==> src/rtl/exception_ctrl_pkg.sv <==
// Shared encodings for the exception controller: memory-address selects,
// vector addresses, FSM state codes and exception cause codes.
package exception_ctrl_pkg;

  localparam logic [2:0] SRC_PC     = 3'b000;
  localparam logic [2:0] SRC_ALUOUT = 3'b001;
  localparam logic [2:0] SRC_NOOP   = 3'b010;
  localparam logic [2:0] SRC_OVF    = 3'b011;
  localparam logic [2:0] SRC_DIV0   = 3'b100;

  localparam logic [7:0] VEC_NOOP = 8'd253;
  localparam logic [7:0] VEC_OVF  = 8'd254;
  localparam logic [7:0] VEC_DIV0 = 8'd255;

  localparam logic [2:0] ST_IDLE     = 3'd0;
  localparam logic [2:0] ST_SAVE_EPC = 3'd1;
  localparam logic [2:0] ST_ISSUE    = 3'd2;
  localparam logic [2:0] ST_WAIT     = 3'd3;
  localparam logic [2:0] ST_LOAD_PC  = 3'd4;
  localparam logic [2:0] ST_DONE     = 3'd5;

  typedef enum logic [1:0] {
    CAUSE_NONE = 2'b00,
    CAUSE_NOOP = 2'b01,
    CAUSE_OVF  = 2'b10,
    CAUSE_DIV0 = 2'b11
  } cause_e;

  // Highest-priority cause among simultaneous requests: div0 > overflow > noop.
  function automatic cause_e pick_cause(input logic div0, input logic ovf, input logic noop);
    if (div0)      return CAUSE_DIV0;
    else if (ovf)  return CAUSE_OVF;
    else if (noop) return CAUSE_NOOP;
    else           return CAUSE_NONE;
  endfunction

  function automatic logic [2:0] cause_to_src(input cause_e c);
    case (c)
      CAUSE_NOOP: return SRC_NOOP;
      CAUSE_OVF:  return SRC_OVF;
      CAUSE_DIV0: return SRC_DIV0;
      default:    return SRC_PC;
    endcase
  endfunction

endpackage

==> src/rtl/exception_ctrl_wait_counter.sv <==
// 3-bit down-counter timing the memory wait; reports when it has reached zero.
module exc_wait_counter
  import exception_ctrl_pkg::*;
(
  input  logic       clk,
  input  logic       reset_n,
  input  logic       load,
  input  logic [2:0] load_val,
  input  logic       dec,
  output logic       zero
);

  logic [2:0] cnt_q, cnt_d;

  always_comb begin
    cnt_d = cnt_q;
    if (load)
      cnt_d = load_val;
    else if (dec && cnt_q != 3'd0)
      cnt_d = cnt_q - 3'd1;
  end

  always_ff @(posedge clk or negedge reset_n) begin
    if (!reset_n) cnt_q <= 3'd0;
    else          cnt_q <= cnt_d;
  end

  assign zero = (cnt_q == 3'd0);

endmodule

==> src/rtl/exception_ctrl.sv <==
// Exception sequencer: saves EPC, fetches the handler byte from a fixed vector
// and loads the PC. Optional cause/count outputs with macro EXC_CAUSE_REG_EN.
module exception_ctrl
  import exception_ctrl_pkg::*;
#(
  parameter int unsigned MEM_WAIT = 1
) (
  input  logic       clk,
  input  logic       reset_n,
  input  logic [2:0] ctrl_src_sel,
  input  logic       exc_noop,
  input  logic       exc_overflow,
  input  logic       exc_div0,
  output logic [2:0] src_add_mem,
  output logic       epc_write,
  output logic       mem_read,
  output logic       pc_write_exc,
  output logic       ctrl_hold,
  output logic       exc_busy
`ifdef EXC_CAUSE_REG_EN
  , output logic [1:0] exc_cause
  , output logic [7:0] exc_count
`endif
);

  // Counter is loaded with one less than the wait so WAIT lasts exactly MEM_WAIT cycles.
  localparam logic [2:0] WAIT_LOAD = (MEM_WAIT == 0) ? 3'd0 : 3'(MEM_WAIT - 1);

  logic [2:0] state_q, state_d;
  cause_e     cause_q, cause_d;
  logic       epc_q, mr_q, pcw_q;
  logic       cnt_load, cnt_dec, cnt_zero;
  logic [2:0] src_sel;
  logic       exc_any;

  assign exc_any = exc_div0 | exc_overflow | exc_noop;

  exc_wait_counter u_wait (
    .clk      (clk),
    .reset_n  (reset_n),
    .load     (cnt_load),
    .load_val (WAIT_LOAD),
    .dec      (cnt_dec),
    .zero     (cnt_zero)
  );

  always_comb begin
    state_d  = state_q;
    cause_d  = cause_q;
    cnt_load = 1'b0;
    cnt_dec  = 1'b0;
    case (state_q)
      ST_IDLE: begin
        if (exc_any) begin
          state_d = ST_SAVE_EPC;
          cause_d = pick_cause(exc_div0, exc_overflow, exc_noop);
        end
      end
      ST_SAVE_EPC: state_d = ST_ISSUE;
      ST_ISSUE: begin
        if (MEM_WAIT == 0) begin
          state_d = ST_LOAD_PC;
        end else begin
          state_d  = ST_WAIT;
          cnt_load = 1'b1;
        end
      end
      ST_WAIT: begin
        if (cnt_zero) state_d = ST_LOAD_PC;
        else          cnt_dec = 1'b1;
      end
      ST_LOAD_PC: state_d = ST_DONE;
      ST_DONE:    state_d = ST_IDLE;
      default:    state_d = ST_IDLE;
    endcase
  end

  // Strobes are registered from the next state so each is high during its own state.
  always_ff @(posedge clk or negedge reset_n) begin
    if (!reset_n) begin
      state_q <= ST_IDLE;
      cause_q <= CAUSE_NONE;
      epc_q   <= 1'b0;
      mr_q    <= 1'b0;
      pcw_q   <= 1'b0;
    end else begin
      state_q <= state_d;
      cause_q <= cause_d;
      epc_q   <= (state_d == ST_SAVE_EPC);
      mr_q    <= (state_d == ST_ISSUE);
      pcw_q   <= (state_d == ST_LOAD_PC);
    end
  end

  always_comb begin
    src_sel = SRC_PC;
    case (state_q)
      ST_IDLE: begin
        if (ctrl_src_sel == SRC_PC || ctrl_src_sel == SRC_ALUOUT)
          src_sel = ctrl_src_sel;
      end
      ST_ISSUE, ST_WAIT, ST_LOAD_PC: src_sel = cause_to_src(cause_q);
      default: src_sel = SRC_PC;
    endcase
  end

  // The IDLE passthrough is gated so reset forces PC select without waiting for a clock.
  assign src_add_mem  = reset_n ? src_sel : SRC_PC;
  assign epc_write    = epc_q;
  assign mem_read     = mr_q;
  assign pc_write_exc = pcw_q;
  assign exc_busy     = (state_q != ST_IDLE);
  assign ctrl_hold    = exc_busy;

`ifdef EXC_CAUSE_REG_EN
  logic [7:0] count_q;

  always_ff @(posedge clk or negedge reset_n) begin
    if (!reset_n)
      count_q <= 8'd0;
    else if (state_q == ST_IDLE && state_d == ST_SAVE_EPC && count_q != 8'hFF)
      count_q <= count_q + 8'd1;
  end

  assign exc_cause = cause_q;
  assign exc_count = count_q;
`endif

endmodule
==> config.mk <==
export PLATFORM = sky130hd
export DESIGN_NAME = exception_ctrl
export DESIGN_NICKNAME = d
export VERILOG_FILES = /design/src/rtl/exception_ctrl_pkg.sv /design/src/rtl/exception_ctrl_wait_counter.sv /design/src/rtl/exception_ctrl.sv
export SDC_FILE = /design/constraint.sdc
export NUM_CORES = 1
export LEC_CHECK = 0
export CAP_MARGIN = 25
export CORE_AREA = 4 4 41 43
export CTS_CLUSTER_DIAMETER = 80
export CTS_CLUSTER_SIZE = 40
export DETAILED_ROUTE_END_ITERATION = 12
export DIE_AREA = 0 0 45 47
export GPL_TIMING_DRIVEN = 0
export PLACE_DENSITY = 0.82
export SLEW_MARGIN = 20
export SYNTH_ARGS = -nofsm -noshare
export SYNTH_HDL_FRONTEND = slang
export SYNTH_SLANG_ARGS = --single-unit
==> constraint.sdc <==
create_clock -name clk -period 3.3 [get_ports clk]
set_input_delay 0.66 -clock clk [delete_from_list [all_inputs] [get_ports clk]]
set_output_delay 0.66 -clock clk [all_outputs]
set_load 0.05 [all_outputs]
Word level (Yosys, flattened, before mapping)
Index checks and enable logic that the tools add are counted.
- equal/unequal tests: 11
- reduce and logical (&&, ||, !) cells: 10
- divide/modulo/power cells: 0
- muxes and demuxes: 15
- bitwise gates (word level): 2
- add/subtract/negate cells: 1
- order comparisons: 0
- $mul: 0
- shift-type cells: 0
- operators by type and width (operator ; number):
    3-bit 2-to-1 mux ; 6
    3-bit one-hot mux with 5 select lines ; 1
    3-bit by 1-bit equality test with 1-bit output, second input constant ; 3
    3-bit by 2-bit equality test with 1-bit output, second input constant ; 3
    3-bit logical NOT ; 3
    3-bit one-hot mux with 3 select lines ; 1
    3-bit equality test, second input constant ; 2
    3-bit one-hot mux with 2 select lines ; 1
    3-bit nonzero test ; 2
    2-bit equality test, second input constant ; 2
    1-bit 2-to-1 mux ; 4
    2-bit 2-to-1 mux ; 2
    3-bit OR reduction ; 1
    3-bit by 1-bit subtractor with 3-bit output, second input constant ; 1
    2-bit by 1-bit equality test with 1-bit output, second input constant ; 1
    1-bit OR ; 2
    2-bit AND reduction ; 1
    2-bit nonzero test ; 1
    1-bit logical AND ; 1
    1-bit logical OR ; 1
- bits in writable memories: 0
- memories: 0
- bits of input ports: 8
- logic and storage cells: 45
- memory bits (read-only): 0
- output and inout port bits: 8
- bits in registers: 11
- latch bits: 0

Logic depth before layout (Yosys ltp)
- depth after elaboration: 6
- mapped depth: 5
- depth with buffers taken out: 5

By module
Synthesis repeated with hierarchy kept, for this count alone.
- cells, all modules: 65
- area total of the unflattened synthesis: 650.6 sq um
- by module, submodules not included (module ; times used ; cells each ; area each (sq um) ; seq. area each (sq um)):
    exception_ctrl ; 1 ; 46 ; 442.9 ; 200.2
    exc_wait_counter ; 1 ; 19 ; 207.7 ; 75.1

Worst setup path after synthesis
Ideal clock, no wire load.
- kind: input to output
- start: input port ctrl_src_sel[1]
- end: output port src_add_mem[0]
- data required time: 2640 ps
- buffers on the path: 0
- setup slack: 671 ps
- arrival time: 1969 ps
- stages on the path: 3
- cell sequence: nor2_1 -> nand3_1 -> a21boi_0
- longest elaborated chain between the ends: 5
- elaborated cells between the ends (all ways): 6
- RTL lines (what ; RTL line ; RTL):
    from (decl) ; exception_ctrl.sv:10 ; input logic [2:0] ctrl_src_sel,
    3-bit by 1-bit equality test with 1-bit output / 3-bit logical NOT (equally long branches) ; exception_ctrl.sv:99 ; if (ctrl_src_sel == SRC_PC || ctrl_src_sel == SRC_ALUOUT)
    1-bit logical OR * ; exception_ctrl.sv:99 ;
    3-bit 2-to-1 mux * ; exception_ctrl.sv:99 ;
    3-bit one-hot mux with 2 select lines * ; exception_ctrl.sv:97 ; case (state_q)
    3-bit 2-to-1 mux * ; exception_ctrl.sv:108 ; assign src_add_mem = reset_n ? src_sel : SRC_PC;
    to (decl) ; exception_ctrl.sv:14 ; output logic [2:0] src_add_mem,
Every way passes the cells marked *; elsewhere a longest branch is shown, timed or not.

Worst setup path in the final report
- start: input port reset_n
- end: output port src_add_mem[2]
- longest elaborated chain between the ends: 1
- RTL lines (what ; RTL line ; RTL):
    from (decl) ; exception_ctrl.sv:9 ; input logic reset_n,
    3-bit 2-to-1 mux ; exception_ctrl.sv:108 ;
Every way passes these cells.

==> run summary <==
Status = finished, final reports clean
Compound-gate portion of the synthesized area = 12.72%
Synth area leader = dfrtp_1
Largest family of logic cells by synthesized area = simple AND/OR/NAND/NOR gates
Synth top area share = 47.41%
Worst slew margin = 65.69%
Crit path capture type = output pin
Area Overhead vs Synth = 33.62%
Per-cell routed wire length = 11.78 um
VDD IR max = 0.4583 mV
DR pass1 iterations = 4
Sink Count = 11
Unique masters post-synth = 25
Synth Area in Adders = 8.621%
Die Y = 47 um
Setup WS pre-CTS = -0.04386 ns
Global Route Usage Sum = 13.65%
Synthesized area = 580.6 um2
Ys Warns = 0
PwrDens = 913.1 nW/um2
I/O Buffers = 15
Antenna diodes = 0
CTS buffer count = 3
Initial Util = 44.62%
Worst min path class = input port to asynchronous set/reset pin
CP max stage cell = clkdlybuf4s50_1
Crit path time final = 3.010 ns
Die X = 45 um
CP Max Fanout = 13
Critical path buffers and inverters = 2
GRT Residual Overflow = 0
Crit path max-delay family = buffers and inverters
Yosys reg bits = 11
Most frequent cells in the layout = clkdlybuf4s50_1, dfrtp_1, nor2_1, inv_1, o21ai_0
Worst slew pin tran = 0.5146 ns
Mux cell area share after synthesis = 1.724%
Setup CP Type = input port to output pin
Die area = 2115 um2
Layout net count = 92
Iteration-0 DRC Markers = 6
Antenna Nets Post-Route = 0
Post-Syn Nets = 72
I/O pins = 16
Core area = 1301 um2
Vias in the first global route = 487
First-pass GRT wire length = 2.007 mm
FP Rows = 13
Crit start category = input port
XOR/XNOR Fraction of Synth Area = 0%
Hold Fails Final Rpt = 0
TritonCTS clock tree = done
Post-route setup slack = 0.2902 ns
Simple-gate share of the synthesized area = 23.71%
DR vias = 483
Clock slew at reported path FFs = 0.07 ns
Data required, critical path = 2.64 ns
Routability-driven placement congestion ratio = 0.7436
Final Skew = 0.004897 ns
H-tree levels = 1
CTS root buffer = clkbuf_4
Total wire length = 1.107 mm
Final Max Slew Viols = 0
Worst EP arrival = 2.35 ns
CTS Hold Bufs = 0
R2R Setup Slk = 1.81 ns
Register area share after synthesis = 47.41%
Fmax = 0.3323 GHz
Synth area leaders = dfrtp_1, ha_1, nor2_1, o21ai_0, inv_1
HPWL Detailed = 870.9 um
Initial antenna violation count = 0
RSZ-0062 raised after global routing = false
Vias per inst = 5.138
Finished Core Util = 59.62%
Final setup vio count = 0
Clock buffer depth = 2
Max Cap Viol = 0
Clock latency on the worst-skew pair = 0.27 ns
Pleak = 0.3601 nW
Share of cells above drive strength 1 = 10.13%
Commonest non-fill, non-tap cell in the layout = clkdlybuf4s50_1
Mapped Avg Cell Area = 9.676 um2
Crit path largest cell delay = 0.81 ns
DRC = 0
Cells after Synth = 60
Final Cycle Share = 91.21%
Worst path cell trace = dlygate4sd2_1, o21ai_0, nor2_1, clkdlybuf4s50_1
Largest net degree at the start of global routing = 14
## flip-flops by register name, indices dropped and copies added (netlist names)
name          cells
epc_write         1
pc_write_exc      1
mem_read          1
u_wait.cnt_q      3
state_q           3
cause_q           2
## Yosys cell counts
cell / n
nor2b_1: 2
inv_2: 1
a21o_1: 1
dfrtp_1: 11
ha_1: 4
o21ai_0: 5
o22ai_1: 1
o2bb2ai_1: 1
or4bb_1: 1
a21oi_1: 2
nor3b_1: 2
and2b_1: 1
or2b_1: 1
or4b_4: 1
nand3b_1: 1
nand3_1: 1
nand2_1: 2
o31a_1: 1
a21boi_0: 1
mux2i_1: 1
nor2_1: 9
buf_4: 1
inv_1: 6
nor3_1: 2
or2_2: 1
## cell families after synthesis
kind of cell    Yosys count
mux                       1
compound gates           12
flops                    11
simple gates             24
buf+inv                   8
fa+ha+maj                 4
## what timing repair did
item / CTS / global route
setup buffers: 0 / 0
setup endpoints to repair: 2 / 0
resized for setup: 1 / 0
## worst register-to-register path: cells and delay by family (launching register included)
kind,cells,cell delay [ns]
compound gates,2,0.37
buf+inv,1,0.20
flops,1,0.46
simple gates,1,0.40
## worst paths after layout
path / start / cells after the start / endpoint
setup reg to reg: state_q[0] / 4 / cause_q[0]
hold reg to reg: cause_q[1] / 1 / cause_q[1]
min in group clk: cause_q[1] / 1 / cause_q[1]
setup / recovery: reset_n / 4 / src_add_mem[2]
hold / removal: reset_n / 1 / cause_q[1]
max in group asynchronous: reset_n / 1 / mem_read
## through the flow
step / total power (W) / TNS [ns] / cell area [um2] / cells / hold slack, ns
3_3_place_gp: 0.0006120 / -0.06377 / 749.5 / 90 / 0.5128
6_report: 0.0007083 / 0 / 775.7 / 94 / 0.4602
5_1_grt: 0.0007599 / 0 / 775.7 / 94 / 0.4970
4_1_cts: 0.0007153 / 0 / 775.7 / 94 / 0.4654
3_5_place_dp: 0.0006212 / -0.08074 / 749.5 / 90 / 0.5315
2_1_floorplan: 0.0004946 / 0 / 580.6 / 60 / 0.3644
## report_power, final
group / total, W / switching, W / internal, W
registers: 0.000224 / 0.0000446 / 0.000180
logic: 0.000394 / 0.000247 / 0.000147
clock network: 0.0000898 / 0.0000449 / 0.0000449
total: 0.000708 / 0.000337 / 0.000372
## layer usage
metal | vias up | share of wire (%) | GRT usage (%)
met5 | - | 0 | 0
met4 | 0 | 2.6 | 10.53
met3 | 4 | 6.4 | 5.364
met2 | 15 | 48 | 20.34
met1 | 225 | 43 | 15.75
li1 | 239 | - | -
## layout make-up
cell class	instances	area [um2]
Inverter	7	26.28
Timing Repair Buffer	15	148.9
Sequential cell	11	275.3
Clock inverter	1	5.005
Tap cell	15	18.77
Buffer	1	7.507
Multi-Input combinational cell	41	271.5
Fill cell	120	525.5
Clock buffer	3	22.52
Note: power is estimated with default switching activity, not from simulation.
